**config.mk**
```make
export PLATFORM = sky130hd
export DESIGN_NAME = issue_queue_ctrl
export DESIGN_NICKNAME = d
export VERILOG_FILES = /design/src/rtl/issue_queue_ctrl.sv
export SDC_FILE = /design/constraint.sdc
export NUM_CORES = 1
export LEC_CHECK = 0
export ABC_CLOCK_PERIOD_IN_PS = 6300
export CAP_MARGIN = 0
export CORE_UTILIZATION = 30
export DETAILED_ROUTE_END_ITERATION = 8
export PLACE_DENSITY = 0.48
export RECOVER_POWER = 50
export SETUP_SLACK_MARGIN = 0.4
export SYNTH_ARGS = -nofsm -noshare
export SYNTH_HDL_FRONTEND = slang
export SYNTH_SLANG_ARGS = --single-unit
export TNS_END_PERCENT = 20
```
**constraint.sdc**
```tcl
create_clock -name clk -period 6.3 [get_ports clk]
set_clock_uncertainty 0.15 [all_clocks]
set_input_delay 0.945 -clock clk [delete_from_list [all_inputs] [get_ports clk]]
set_output_delay 0.945 -clock clk [all_outputs]
set_load 0.01 [all_outputs]
```
**src/rtl/issue_queue_ctrl.sv**
```systemverilog
// Issue queue controller: circular buffer that accepts up to two entries
// from decode and presents the two oldest entries to the issue stage each
// cycle. Outputs depend only on registered state.
module issue_queue_ctrl #(
    parameter  int DEPTH  = 8,
    parameter  int ELEM_W = 32,
    localparam int PTR_W  = $clog2(DEPTH),
    localparam int CNT_W  = PTR_W + 1
) (
    input  logic                   clk,
    input  logic                   rst,
    input  logic                   flash,
    input  logic                   stall,
    input  logic [1:0]             push_number,
    input  logic [1:0][ELEM_W-1:0] push_data,
    output logic                   push_ready,
    output logic [1:0][ELEM_W-1:0] issue_require,
    output logic [1:0]             iq_size,
    input  logic [1:0]             iq_pop_number,
    output logic [CNT_W-1:0]       count
);

    logic [DEPTH-1:0][ELEM_W-1:0] mem;
    logic [PTR_W-1:0]             head, tail;
    logic [PTR_W-1:0]             head_p1, tail_p1;
    logic [1:0]                   push_eff, pop_eff;

    assign head_p1 = head + PTR_W'(1);
    assign tail_p1 = tail + PTR_W'(1);

    // Issue-side view and accept/consume amounts; all from registered state
    // except the effective push/pop, which only feed the next-state logic.
    always_comb begin
        iq_size          = (count >= CNT_W'(2)) ? 2'd2 : count[1:0];
        push_ready       = (count <= CNT_W'(DEPTH - 2));
        issue_require[0] = (count != '0)        ? mem[head]    : '0;
        issue_require[1] = (count >= CNT_W'(2)) ? mem[head_p1] : '0;
        // push_number==3 is treated as no push; a full-ish queue drops the offer
        push_eff = (push_ready && push_number != 2'd3) ? push_number : 2'd0;
        // pop never exceeds what is actually presented on issue_require
        if (stall)
            pop_eff = 2'd0;
        else if (iq_pop_number < iq_size)
            pop_eff = iq_pop_number;
        else
            pop_eff = iq_size;
    end

    // Entry storage: written at tail, never cleared (outputs are masked by count)
    always_ff @(posedge clk) begin
        if (!rst && !flash) begin
            if (push_eff != 2'd0)
                mem[tail] <= push_data[0];
            if (push_eff == 2'd2)
                mem[tail_p1] <= push_data[1];
        end
    end

    // Pointer and occupancy update; flush discards everything, including
    // any push or pop offered in the same cycle
    always_ff @(posedge clk or posedge rst) begin
        if (rst) begin
            head  <= '0;
            tail  <= '0;
            count <= '0;
        end else if (flash) begin
            head  <= '0;
            tail  <= '0;
            count <= '0;
        end else begin
            head  <= head + PTR_W'(pop_eff);
            tail  <= tail + PTR_W'(push_eff);
            count <= count + CNT_W'(push_eff) - CNT_W'(pop_eff);
        end
    end

endmodule

```
# After elaboration in Yosys (flattened, before gate mapping)
# Index checks and enable logic that the tools add are counted.
[totals]
reg_bits = 266
input_bits = 72
output_inout_bits = 71
[classes]
addsub = 6
order_cmp = 9
n_eq_ne = 2
mux = 22
reduce_logical = 8
[op_table]
columns = ["op", "count"]
rows = [
  ["two-way mux 256 bit", 3],
  ["bitwise mux 256 bit", 2],
  ["binary-select mux 32 bit (select 3 bit)", 2],
  ["demux 32 bit (select 3 bit)", 2],
  ["two-way mux 32 bit", 6],
  ["< comparator 3 x 4 -> 1 bit (second input constant)", 4],
  ["two-way mux 2 bit", 4],
  ["adder 3 x 1 -> 3 bit (second input constant)", 2],
  ["adder 3 x 2 -> 3 bit", 2],
  ["greater-or-equal comparator 3 x 1 -> 1 bit (second input constant)", 2],
  ["two-way mux 3 bit", 2],
  ["adder 4 x 2 -> 4 bit", 1],
  ["greater-or-equal comparator 4 x 2 -> 1 bit (second input constant)", 1],
  ["less-or-equal comparator 4 x 3 -> 1 bit (second input constant)", 1],
  ["logical AND 1 bit", 4],
  ["two-way mux 4 bit", 1],
  ["nonzero test 4 bit", 1],
  ["subtractor 4 x 2 -> 4 bit", 1],
  ["== test 2 bit (second input constant)", 1],
  ["logical NOT 1 bit", 2],
  ["< comparator 2 bit", 1],
  ["!= test 2 bit (second input constant)", 1],
  ["nonzero test 2 bit", 1],
]

# Depth between registers and ports, before layout
[logic_depth]
word_depth = 9
ltp_mapped = 16

# Worst setup path before layout
# OpenSTA, ideal clock, no wires.
[synth_timing]
kind = "input to register"
start = "in flash"
end = "reg mem[0] (netlist bit), enable pin"
setup_time_ps = 881
arrival_time_ps = 11781
required_time_ps = 5269
slack_ps = -6512
cell_stages = 2
n_path_buf = 1
cell_sequence = "clkbuf_1 -> nor2_1"
[synth_via]
elab_chain_cells = 2
[synth_rtl]
columns = ["element", "line_no", "rtl"]
rows = [
  ["start: declaration", "12", "input logic flash,"],
  ["logical NOT 1 bit", "51", "if (!rst && !flash) begin"],
  ["logical AND 1 bit", "51", ""],
  ["end signal: indexed assignment", "53", "mem[tail] <= push_data[0];"],
  ["end signal: indexed assignment", "55", "mem[tail_p1] <= push_data[1];"],
  ["end: declaration", "23", "logic [DEPTH-1:0][ELEM_W-1:0] mem;"],
]
# No other way between the ends.
# A chain may end at the register's enable or synchronous reset.

==> parameters.txt <==
Parameter                              Value

Outcome
  Outcome ... complete, but fails checks
  Violated checks ... capacitance limit, slew limit

Routing
  Routed wirelength normalized by instance count ... 25.36 microns
  Total via count in the routed design ... 15240
  Met2 WL post-DR ... 32630 microns
  Post-detailed-route DRC marker count ... 0
  Iter 0 DRT Violations ... 1717
  Met3 wire length ... 5923 microns
  Average via count per standard cell ... 5.633
  Iteration count of the initial detailed-routing pass ... 6
  Detailed-routing wirelength on met1 ... 27480 microns
  Final routed wirelength across all metal layers ... 68620 microns
  Highest metal layer with signal wires ... met5
  Count of antenna-violating nets left after detailed routing ... 0

STA
  Setup repair after global routing missed its margin ... no
  Max frequency ... 190.1 MHz
  Measured slew at the worst slew-check pin ... 3.056 ns
  Setup TNS ... 0 ns
  Final critical-path share of the clock period ... 83.51%
  Final-report setup violation count ... 0
  Final critical delay including setup and external delays ... 5.261 ns
  Final-report max-slew violation count ... 193
  Slew margin rel. ... -103.7%
  Worst Slack Setup Final ... 1.039 ns
  Final hold violation count ... 0

Floorplanning
  Effective utilization at floorplan ... 30.39%
  Die X-Extent ... 246.5 microns
  Site Rows ... 89
  Full die area ... 60780 sq um
  Height of the die ... 246.5 microns
  Core outline area ... 59020 sq um
  I/O pin count ... 143

Critical path
  Req. time, crit path ... 5.20 ns
  Kind of capture point of the worst setup path ... output pin
  Maximum fanout along the worst path ... 37
  Crit start category ... flop
  Data arrival time of the worst path ... 4.17 ns
  CP Class ... flop to output pin

Clock tree
  Quantity of hold-fixing buffers added after cts ... 0
  Max Buffers Root-to-Sink ... 3
  CTS tree ... yes
  Clk_lat worst skew ... 0.55 ns
  Clock-pin slew of the registers on the worst-case setup and hold paths ... 0.05 ns
  H-tree depth ... 2
  Number of sinks on the clock net ... 266
  Number of gates given a new drive strength after cts ... 0
  Root cell of the clock tree ... clkbuf_16
  Number of buffers added by the clock tree synthesis step ... 36
  Buffers inserted by post-CTS timing repair ... 0

Power
  Reported net switching power ... 2807 uW
  P per Cell Area ... 367.2 nW/um^2
  Fraction of power spent switching nets ... 36.74%
  Total Power Consumption ... 7641 uW
  Leakage component of the power ... 0.007294 uW
  Combinational group share of total power ... 43.2%
  Sequential share of power ... 30.6%
  Highest ir drop seen on vdd ... 194.9 uV
  Internal power consumption ... 4834 uW
  Clock share of power ... 26.2%

Placed design
  Placement-stage worst setup slack ... 1.643 ns
  Detailed-placement wirelength estimate ... 38390 microns
  Port-buffer cells ... 142
  Placement Cell Area ... 19750 sq um
  Final estimated routing congestion in global placement ... 0.7576

GRT
  Largest net degree at the start of global routing ... 88
  Congestion Overflow GR ... 0
  Antenna violations before repair ... 5
  Wire length of the first global-routing pass ... 100000 microns
  Number of global-route vias before repair ... 14780
  Global-route usage over all layers ... 22.52%

Cells and area
  Final instance area ... 20810 sq um
  Number of nets in the layout ... 1993
  Fraction of final layout cells sized beyond drive strength 1 ... 11.50%
  Area overhead of the layout relative to synthesis ... 16.01%

Synth
  Count of distinct cell types in the synthesized netlist ... 38
  Number of nets produced by synthesis ... 1989
  Main flop type after synthesis ... edfxtp_1
  Mean cell area of the mapped netlist ... 9.436 sq um
  Synth top cells by count ... nand2_1, nor2_1, a31oi_1, edfxtp_1, mux4_2
  Warnings, synthesis ... 0
  Share of the yosys chip area belonging to registers ... 44.25%
  Dominant cells by area after synthesis ... edfxtp_1, mux4_2, nand2_1, a31oi_1, nor2_1
  Netlist area before placement ... 17940 sq um
  Most instantiated library cell after synthesis ... nand2_1
  Most area-hungry cell type in the Yosys netlist ... edfxtp_1
  Post-synthesis cell count ... 1901
  Yosys top cell area share ... 42.85%
  Async set-or-reset flop fraction in the synthesized netlist ... 3.759%
  Post-synth EDFFs ... 256
  Count of state elements after synthesis ... 266

Min path
  Type of the most critical hold path ... flop to flop

Flow run
  Max capacitance violation total ... 7
[sequential cells by signal (all words and copies together), names as in the netlist]
register and flops:
head 3, mem 256, count 4, tail 3
[layer usage]
layer	vias up	track usage, %
li1	6834	-
met1	7434	29.42
met2	809	36.84
met3	159	4.434
met4	6	8.152
met5	-	0
[worst max-delay path, cell delays in order (launching register included)]
cell,delay [ns]
dfrtp_4,0.75
ha_4,0.32
xnor2_2,1.01
buf_4,0.47
nand2_1,0.09
a21oi_1,0.30
clkdlybuf4s50_1,0.66
[cell type report]
cell class | instances | area, sq um
antenna | 2 | 5.005
clock buffer | 44 | 930.9
clock inverter | 20 | 172.7
fill | 5890 | 38210
inverter | 16 | 60.06
multi-input combinational | 1399 | 8972
sequential | 266 | 7946
tap | 773 | 967.2
timing repair buffer | 186 | 1755
[power groups by stage]
| stage | registers [uW] | logic, uW | clock network (uW) |
|---|---|---|---|
| 4_1_cts | 2340 | 3330 | 2030 |
| 3_5_place_dp | 2370 | 3320 | 0 |
| 3_3_place_gp | 2360 | 3300 | 0 |
| 5_1_grt | 2360 | 3540 | 2100 |
| 6_report | 2340 | 3300 | 2000 |
| 2_1_floorplan | 2260 | 2010 | 0 |
[layout by cell type (no fill, tap or decap), types with 32 or more instances in the layout]
cell type,count
a31oi_1,256
clkdlybuf4s50_1,134
a21oi_1,34
mux4_2,128
buf_4,32
mux2i_1,32
clkbuf_16,36
edfxtp_1,256
nand2_1,579
nor2_1,295
[path summary, 6_finish.rpt]
kind                       cells past startpoint  slack [ns]                  to                from
setup / recovery                               6        1.04   issue_require[35]   head[0]$_DFF_PP0_
hold / removal                                 2        0.50  mem[159]$_DFFE_PP_  mem[159]$_DFFE_PP_
setup reg to reg                               7        1.85  mem[188]$_DFFE_PP_  count[3]$_DFF_PP0_
hold reg to reg                                2        0.50  mem[159]$_DFFE_PP_  mem[159]$_DFFE_PP_
max in group asynchronous                      2        4.93   head[0]$_DFF_PP0_                 rst
min in group asynchronous                      2        0.72  count[2]$_DFF_PP0_                 rst
[per-stage QoR]
stage	hold WS, ns	util [%]	cells
floorplan	0.4470	-	1901
global placement	0.4778	33.46	2640
detailed placement	0.4993	33.46	2640
CTS	0.5126	35.33	2704
global route	0.5552	35.26	2706
finish	0.5045	35.26	2706
[kinds of logic (layout without fill, tap and decap cells)]
family | after synthesis | in the layout | synth area share, %
flip-flops | 266 | 266 | 44.25
multiplexers | 160 | 160 | 17.86
AND/OR/NAND/NOR | 922 | 922 | 20.21
other | 0 | 2 | 0
AO/OA/AOI/OAI | 292 | 292 | 9.974
adder cells (fa/ha/maj) | 16 | 16 | 1.283
XOR/XNOR | 9 | 9 | 0.4813
buffers and inverters | 236 | 266 | 5.950
(Power assumes the default switching activity.)
